===== src/rtl/snake_body_engine.sv =====
// Snake body datapath: ring buffer of segment cells, one-cell advance per step,
// look-ahead collision, growth and pixel query. Define SNAKE_WRAP_EN for wrapping edges.
module snake_body_engine #(
  parameter int GRID_W   = 32,
  parameter int GRID_H   = 24,
  parameter int XW       = 5,
  parameter int YW       = 5,
  parameter int MAX_LEN  = 16,
  parameter int INIT_LEN = 3,
  parameter int START_X  = 16,
  parameter int START_Y  = 12
) (
  input  logic                            Clk,
  input  logic                            Reset,
  input  logic                            SCEN,
  input  logic                            Init,
  input  logic [1:0]                      Dirn,
  input  logic [XW-1:0]                   Food_X,
  input  logic [YW-1:0]                   Food_Y,
  input  logic                            Food_Valid,
  output logic                            Collide,
  output logic                            Full,
  output logic                            Ate,
  output logic [XW-1:0]                   Head_X,
  output logic [YW-1:0]                   Head_Y,
  output logic [$clog2(MAX_LEN+1)-1:0]    Length,
  input  logic [XW-1:0]                   Qry_X,
  input  logic [YW-1:0]                   Qry_Y,
  output logic                            Qry_Hit,
  output logic                            Qry_Head
);

  localparam int LW = $clog2(MAX_LEN + 1);
  localparam int PW = (MAX_LEN > 1) ? $clog2(MAX_LEN) : 1;

  localparam logic [XW:0] X_ONE  = 1;
  localparam logic [YW:0] Y_ONE  = 1;
  localparam logic [XW:0] X_LAST = (XW+1)'(GRID_W - 1);
  localparam logic [YW:0] Y_LAST = (YW+1)'(GRID_H - 1);
  localparam logic [XW:0] X_WID  = (XW+1)'(GRID_W);
  localparam logic [YW:0] Y_WID  = (YW+1)'(GRID_H);

  logic [XW-1:0] seg_x [MAX_LEN];
  logic [YW-1:0] seg_y [MAX_LEN];
  logic [PW-1:0] hp, hp_dec;
  logic [LW-1:0] len_q, len_nx;
  logic          full_q, ate_q;

  logic [XW:0]   nx_raw;
  logic [YW:0]   ny_raw;
  logic [XW-1:0] nx;
  logic [YW-1:0] ny;
  logic          wall_hit, grow, self_hit, qry_hit, step_en;

  // Candidate head is formed one bit wider so stepping off edge 0 shows up as all-ones.
  always_comb begin : next_head
    nx_raw = {1'b0, seg_x[hp]};
    ny_raw = {1'b0, seg_y[hp]};
    case (Dirn)
      2'b00:   ny_raw = {1'b0, seg_y[hp]} - Y_ONE;
      2'b01:   ny_raw = {1'b0, seg_y[hp]} + Y_ONE;
      2'b10:   nx_raw = {1'b0, seg_x[hp]} - X_ONE;
      default: nx_raw = {1'b0, seg_x[hp]} + X_ONE;
    endcase
`ifdef SNAKE_WRAP_EN
    wall_hit = 1'b0;
    if (nx_raw == X_WID)      nx = '0;
    else if (nx_raw > X_LAST) nx = X_LAST[XW-1:0];
    else                      nx = nx_raw[XW-1:0];
    if (ny_raw == Y_WID)      ny = '0;
    else if (ny_raw > Y_LAST) ny = Y_LAST[YW-1:0];
    else                      ny = ny_raw[YW-1:0];
`else
    wall_hit = (nx_raw > X_LAST) || (ny_raw > Y_LAST);
    nx = nx_raw[XW-1:0];
    ny = ny_raw[YW-1:0];
`endif
    grow = Food_Valid && (nx == Food_X) && (ny == Food_Y);
  end

  // Each slot's segment index is its distance from hp around the ring.
  always_comb begin : body_scan
    logic [PW-1:0] k;
    logic          occ;
    logic          tail;
    self_hit = 1'b0;
    qry_hit  = 1'b0;
    k        = '0;
    occ      = 1'b0;
    tail     = 1'b0;
    for (int i = 0; i < MAX_LEN; i++) begin
      if (PW'(i) >= hp) k = PW'(i) - hp;
      else              k = PW'(i) + PW'(MAX_LEN) - hp;
      occ  = LW'(k) < len_q;
      tail = LW'(k) == (len_q - LW'(1));
      // The tail cell is vacated by a non-growing step, so moving into it is legal.
      if (occ && !(tail && !grow) && (seg_x[i] == nx) && (seg_y[i] == ny))
        self_hit = 1'b1;
      if (occ && (seg_x[i] == Qry_X) && (seg_y[i] == Qry_Y))
        qry_hit = 1'b1;
    end
  end

  assign Collide = wall_hit | self_hit;

  // SCEN is a one-cycle strobe with no back-pressure: a step is taken on the edge
  // where SCEN is high unless Init, Collide or Full blocks it in that same cycle.
  assign step_en = SCEN & ~Init & ~Collide & ~full_q;
  assign hp_dec  = (hp == '0) ? PW'(MAX_LEN - 1) : hp - PW'(1);
  assign len_nx  = (step_en && grow) ? len_q + LW'(1) : len_q;

  always_ff @(posedge Clk or posedge Reset) begin
    if (Reset) begin
      hp     <= '0;
      len_q  <= LW'(INIT_LEN);
      full_q <= 1'b0;
      ate_q  <= 1'b0;
      for (int i = 0; i < MAX_LEN; i++) begin
        seg_x[i] <= XW'(START_X);
        seg_y[i] <= YW'(START_Y + i);
      end
    end else if (Init) begin
      hp     <= '0;
      len_q  <= LW'(INIT_LEN);
      full_q <= 1'b0;
      ate_q  <= 1'b0;
      for (int i = 0; i < MAX_LEN; i++) begin
        seg_x[i] <= XW'(START_X);
        seg_y[i] <= YW'(START_Y + i);
      end
    end else begin
      ate_q  <= step_en && grow;
      full_q <= (len_nx == LW'(MAX_LEN));
      if (step_en) begin
        hp            <= hp_dec;
        seg_x[hp_dec] <= nx;
        seg_y[hp_dec] <= ny;
        len_q         <= len_nx;
      end
    end
  end

  assign Head_X   = seg_x[hp];
  assign Head_Y   = seg_y[hp];
  assign Length   = len_q;
  assign Full     = full_q;
  assign Ate      = ate_q;
  assign Qry_Hit  = qry_hit;
  assign Qry_Head = (seg_x[hp] == Qry_X) && (seg_y[hp] == Qry_Y);

endmodule


===== config.mk =====
export PLATFORM = sky130hd
export DESIGN_NAME = snake_body_engine
export DESIGN_NICKNAME = d
export VERILOG_FILES = /design/src/rtl/snake_body_engine.sv
export SDC_FILE = /design/constraint.sdc
export NUM_CORES = 1
export LEC_CHECK = 0
export ABC_AREA = 1
export BUFFER_PORTS_ARGS = -buffer_cell sky130_fd_sc_hd__buf_2
export CAP_MARGIN = 40
export CORE_UTILIZATION = 55
export DETAILED_ROUTE_END_ITERATION = 16
export PLACE_DENSITY = 0.84
export SLEW_MARGIN = 25
export SYNTH_ARGS = -nofsm -noshare
export SYNTH_HDL_FRONTEND = slang
export SYNTH_SLANG_ARGS = --single-unit

===== constraint.sdc =====
create_clock -name Clk -period 6.2 [get_ports Clk]
set_input_delay 1.24 -clock Clk [delete_from_list [all_inputs] [get_ports Clk]]
set_output_delay 1.24 -clock Clk [all_outputs]
set_load 0.02 [all_outputs]

### Word level (Yosys, flattened, before mapping)

Index checks and enable logic that the tools add are counted.

| word-level totals | value |
|---|---|
| register bits after elaboration | 171 |
| input bits | 27 |
| word-level logic and storage cells | 355 |

| cells by class | value |
|---|---|
| $add $sub $neg | 23 |
| $lt $le $gt $ge | 21 |
| equality and inequality tests | 87 |
| muxes and demuxes | 56 |
| bitwise operators | 9 |
| reduce and logical (&&, ||, !) cells | 123 |

Operators by type and width:

| cell | number |
|---|---|
| $eq 5x5->1 | 68 |
| $mux 80 | 4 |
| $bwmux 80 | 2 |
| $logic_and 1x1->1 | 101 |
| $eq 4x5->1 | 16 |
| $lt 4x5->1 | 16 |
| $bmux 5 s4 | 2 |
| $mux 5 | 8 |
| $mux 1 | 34 |
| $sub 4x4->4 const A | 8 |
| $pmux 6 s2 | 2 |
| $demux 5 s4 | 1 |
| $logic_not 1->1 | 17 |
| $sub 3x4->4 const A | 4 |
| $add 5x1->6 const B | 2 |
| $gt 6x5->1 const B | 2 |
| $mux 4 | 3 |
| $sub 5x1->6 const B | 2 |
| $ge 5x5->1 const B | 2 |
| $not 4->5 | 2 |
| $sub 1x4->4 const A | 2 |
| $sub 2x4->4 const A | 2 |
| $add 5x1->5 const B | 1 |
| $eq 5x5->1 const B | 1 |
| other kinds (13) | 17 |

### Depth between registers and ports, before layout

| logic depth | value |
|---|---|
| word-level depth | 39 |
| mapped depth | 34 |
| depth with buffers taken out | 31 |

### Worst setup path after synthesis

Ideal clock, no wire load.

| timing path | value |
|---|---|
| path type | input to output |
| start | in Dirn[1] |
| end | out Collide |
| arrival time | 4.386 ns |
| data required time | 4.960 ns |
| setup slack | 0.574 ns |
| cell stages on the path | 24 |
| path buffers | 4 |
| path through | buf_2 -> inv_1 -> buf_2 -> buf_4 -> nor2_1 -> ha_1 -> a21oi_1 -> nand2_1 -> xor2_1 -> or2_2 -> nand3_1 -> nand2_1 -> nor2_1 -> nand3_2 -> nor2_4 -> nand3_4 -> buf_8 -> nand2_1 -> nand2_1 -> nand2_1 -> nor2_2 -> nand2_2 -> nor2_8 -> inv_1 |

| on the way | value |
|---|---|
| longest elaborated chain between the ends | 29 |
| elaborated cells on any way between the ends | 143 |

RTL lines:

| element | line | RTL |
|---|---|---|
| from (decl) | 17 | `input logic [1:0] Dirn,` |
| $eq 2x1->1 or $logic_not 2->1 (tied branches) | 59 | `case (Dirn)` |
| $reduce_or 2->1 (no line) | n/a |  |
| $pmux 6 s2 | 59 |  |
| $eq 5x5->1 | 78 | `grow = Food_Valid && (nx == Food_X) && (ny == Food_Y);` |
| $logic_and 1x1->1 (2 in a row) | 78 |  |
| $logic_not 1->1 | 97 | `if (occ && !(tail && !grow) && (seg_x[i] == nx) && (seg_y[i] == ny))` |
| $logic_and 1x1->1 | 97 |  |
| $logic_not 1->1 | 97 |  |
| $logic_and 1x1->1 (3 in a row) | 97 |  |
| $mux 1 (16 in a row) | 97 |  |
| $or 1x1->1 * | 104 | `assign Collide = wall_hit \| self_hit;` |
| to (decl) | 21 | `output logic Collide,` |

Every way passes the cells marked *; elsewhere a longest branch is shown, timed or not.

### Worst setup path after layout

| timing path | value |
|---|---|
| start | reg hp[0] |
| end | out Collide |

| on the way | value |
|---|---|
| longest elaborated chain between the ends | 32 |
| elaborated cells on any way between the ends | 198 |

RTL lines:

| element | line | RTL |
|---|---|---|
| from (decl) | 45 | `logic [PW-1:0] hp, hp_dec;` |
| from (signal assigned) | 135 | `hp <= hp_dec;` |
| $not 4->5 (implied by the code) | n/a |  |
| $bmux 5 s4 | 57, 62, 63 |  |
| $mux 5 (implied by the code) (2 in a row) | 57, 62, 63 |  |
| $add 5x1->6 or $sub 5x1->6 (tied branches) | 63, 62 |  |
| $pmux 6 s2 | 59 |  |
| $eq 5x5->1 | 78 |  |
| $logic_and 1x1->1 (2 in a row) | 78 |  |
| $logic_not 1->1 | 97 |  |
| $logic_and 1x1->1 | 97 |  |
| $logic_not 1->1 | 97 |  |
| $logic_and 1x1->1 (3 in a row) | 97 |  |
| $mux 1 (16 in a row) | 97 |  |
| $or 1x1->1 * | 104 |  |

Every way passes the cells marked *; elsewhere a longest branch is shown, timed or not. The select of a mux whose other input is x is not followed.

==> results list <==
- Outcome: finished, violations left
- The checks that failed: negative setup slack.
- Of the post-synthesis cell area, the part taken by muxes is 0%.
- Kind of cell with the highest combined delay on the critical path: simple AND/OR/NAND/NOR gates
- Along the worst hold path, the cell count comes to 2.
* Power density over cell area: between 400 and 500 nW/um^2
- The critical path is of the reg2out type.
- The clock net in this run drives a total of 171 sinks.
- Worst-path cell with the longest stage delay: dfrtp_4
* Share of async-settable or async-resettable flops after synthesis: 100%
* Horiz. Die Dim: approximately 180 um
- The worst setup path is captured at an output pin.
- The worst pin sits at a relative slew slack of between 30% and 40%.
- Syn_area_per_cell: a little under 7 sq um
* Final-layout worst hold slack: about 0.53 ns
- Std-Cell Rows: 63
- Number of flops mapped to enable cells by yosys: 0
- The netlist uses 54 different library cells.
* Count of input and output buffers: 46
* Biggest fanout along the worst timing path: 47
- Hold-fix buffers, CTS: 0
- Overall fraction of global-route tracks in use: 49.3%
* Worst-Skew Late Latency: between 0.4 and 0.5 ns
* Number of buffers and inverters on the critical path: 5
* Height of the die: approximately 180 um
- The cell area that synthesis handed to floorplanning was between 15000 and 20000 sq um.
- Including well taps, the total number of placed cells is around 2900.
- Combinational family with the most area after synthesis: simple AND/OR/NAND/NOR gates
* Placed instance area: around 17000 sq um
- Buffers from clock root to sink, at most: 2
- Routed wire length: just under 80000 um
* Post-synthesis adder-cell area fraction: under 10%
* GP Congestion: 1.08
- Die Outline Area: around 31000 sq um
* Final period demand of the worst path: 6.21 ns
- In this run the remaining antenna-violating nets after routing total 0.
- Initial core utilization: between 50 and 60%
* P&R area growth vs syn: 11.1%
- The cell that appears most often on the critical path is nand2_1.
* Final Core Density: between 60% and 70%
- Number of levels in the clock H-tree: 4
* Post-DP HPWL: ~54000 um
- Total number of yosys warnings: 0
* Core Box Area: about 30000 sq um
- Top_reg_cell synth: dfrtp_1
* Synthesized flop and latch total: ~170
* Fraction of the yosys area taken by sequential cells: a little over a quarter
- The worst-case IR drop observed on VDD is around 0.31 mV.
* Logic depth of the worst path, buffers included: 27
* Root Driver: clkbuf_16
- Data required, critical path: just under 5 ns
- After clock tree synthesis, the clock-pin slew on the worst setup and hold paths is around 0.07 ns.
- The biggest area contributor in the post-synthesis netlist is dfrtp_1.
- Proportion of layout cells with a drive suffix above 1: between 10% and 20%
* Number of vias after detailed routing: ~19000
- GR Overflow Total: 0
- Top-level I/O count: 47
* Startpoint type of the worst setup path: flip-flop
* Actual transition at the worst max-transition pin: between 0.9 and 1 ns
- The number of antenna violations at the first check in global routing was 1.
- Arr. time, crit path: just under 5 ns
- Counting every instance in the synthesized netlist gives 2448.
- The number of global-route vias before repair was 17200.
- On the worst path, the slowest cell contributes a delay of 0.56 ns.
- TritonCTS Buffers: 17
* Clock tree from TritonCTS: done
- Across the run, the number of max-cap violations was 0.
- Synthesis produced a netlist with a net count of between 2000 and 3000.
* Count of endpoints failing setup in the final report: 1
- Fraction of the mapped netlist area in compound gates: approximately an eighth
- Final worst slack: -0.00715 ns
- Depth of the worst register-to-register path: 27
- Post-Layout Cell Count: 2912
* Clock Skew: about 0.018 ns
- Total leakage power: around 0.0092 uW
* Maximum achievable frequency: 161 MHz
* Number of remaining DRC errors: 0
- Of the post-synthesis cell area, the dominant cell type holds ~16%.
- Final worst-path cycle share: 100%
- Final cell area excluding filler cells: approximately 18000 sq um
- DR WL/cell: about 26 um
- The synthesized netlist devotes approximately 8.9% of its cell area to XOR and XNOR gates.
- Hold violation total from the final report: 0
- Using the TritonRoute via totals, the vias-per-cell ratio works out to between 6 and 7.
- Nets: 2590
- First-pass GRT wire length: about 110000 um
* Post-synthesis share of cell area spent on and, or, nand and nor gates: 36.2%
- Top cells by area, synth: dfrtp_1, nand2_1, dfstp_2
* Number of max-slew violations in the final report: 0
* Maximum number of pins on one net before global-route repair: roughly 70
* Iteration count of the initial detailed-routing pass: 8
- 1st-iter DRT viols: around 3100
- Path category of the worst min-delay check: reg2reg
## metal layers
layer,vias to the layer above,part of all wire (%),track usage (%)
met5,-,0.014,0
met4,2,7.8,32.6
met3,389,15,17.5
met2,1594,40,68.4
met1,8635,37,63.9
li1,8078,-,-
## final timing paths
path	from	slack, ns	end
min reg2reg	seg_x[54]$_DFFE_PP1P_	0.53	seg_x[54]$_DFFE_PP1P_
max reg2reg	hp[0]$_DFFE_PP0P_	0.54	seg_y[59]$_DFFE_PP1P_
max in group asynchronous	Reset	4.02	seg_x[71]$_DFFE_PP0P_
min in group asynchronous	Reset	0.88	seg_x[17]$_DFFE_PP0P_
min	seg_x[54]$_DFFE_PP1P_	0.53	seg_x[54]$_DFFE_PP1P_
max	hp[0]$_DFFE_PP0P_	-0.007	Collide
## logic make-up after synthesis
group,Yosys count
simple gates,1313
compound gates,324
flops,171
fa+ha+maj,55
xor+xnor,168
buf+inv,417
## per-stage QoR
| stage | worst slack (ns) | power [uW] | setup TNS [ns] |
|---|---|---|---|
| 2_1_floorplan | 0.431 | 5100 | 0 |
| 3_3_place_gp | 0.263 | 7060 | 0 |
| 3_5_place_dp | 0.211 | 7140 | 0 |
| 4_1_cts | 0.0115 | 8350 | 0 |
| 5_1_grt | -0.0315 | 9300 | -0.0315 |
| 6_report | -0.00715 | 8970 | -0.00715 |
## sequential cells by signal, indices dropped and copies added (netlist names)
register  count
hp            4
seg_y        80
seg_x        80
Length        5
Ate           1
Full          1
## layout make-up
class                   instances  area, sq um
flip-flops and latches        171         4360
repair buffers                148         1190
inverters                     309         1230
well taps                     390          488
multi-input cells            1861        10600
clock buffers                  20          457
clock inverters                12          151
fillers                      2738        11200
diodes                          1         2.50
## cell usage in the layout (no fill, tap or decap), types with 46 or more instances in the layout
master,n
o21ai_0,76
buf_2,49
nand2_1,630
ha_1,52
nand4_1,46
nand3_1,203
xor2_1,138
nor2_1,267
dfstp_2,62
inv_1,280
o22ai_1,71
a21oi_1,51
buf_4,84
dfrtp_1,108
## where the power goes
group / switching, uW / internal [uW] / total, uW
registers: 123 / 1240 / 1370
logic: 4530 / 1890 / 6420
clock network: 552 / 629 / 1180
total: 5200 / 3770 / 8970
## worst reg2reg max path, stage by stage (launching register included)
cell      delay [ns]
dfrtp_4         0.56
buf_12          0.18
buf_16          0.22
o211ai_1        0.37
nand3_1         0.23
nand3_2         0.16
nand2_1         0.15
ha_1            0.37
a21oi_1         0.29
nand2_2         0.11
nand2_1         0.09
nand3_2         0.13
nand2_4         0.25
buf_4           0.29
nand2_1         0.10
and2_1          0.15
nand2_1         0.06
nor2_1          0.06
nand2_1         0.06
nand2_1         0.09
nor2_2          0.10
nand2_2         0.10
nor2_8          0.13
buf_4           0.21
nand4_1         0.41
nand2_1         0.52
nor2_1          0.08
a21oi_1         0.13
## synthesized netlist by cell type (4+ instances only)
cell      number
ha_1          53
o22ai_1       71
nor4_1        32
o21ai_0       80
xor2_1       138
nor2_4         9
dfrtp_1      109
a22oi_2       14
nor2_2         6
inv_1        283
a21oi_1       51
o211ai_1       8
nand2_1      633
nor3b_1        4
inv_2         14
xnor2_1       29
a22oi_1       29
or2_2          5
nand4_1       46
buf_1          7
buf_4         18
nand2_2       25
clkbuf_1      35
nand2_4        8
buf_6         16
clkinv_4       4
nand3b_1       7
and3_1         6
inv_4          6
buf_2         29
nand3_1      210
dfstp_2       62
nor3_1        12
nand3_2       18
o21ai_1       23
nor2_8        10
nor2_1       273
a31oi_1        7
o22ai_2       33
## repair_timing
item | in CTS | in global routing
pin swaps | 0 | 9
gates resized for setup | 7 | 46
gates cloned | 1 | 2
setup endpoints to repair | 1 | 4
setup buffers | 0 | 16
No activity file was read; power rests on OpenSTA's default activity.
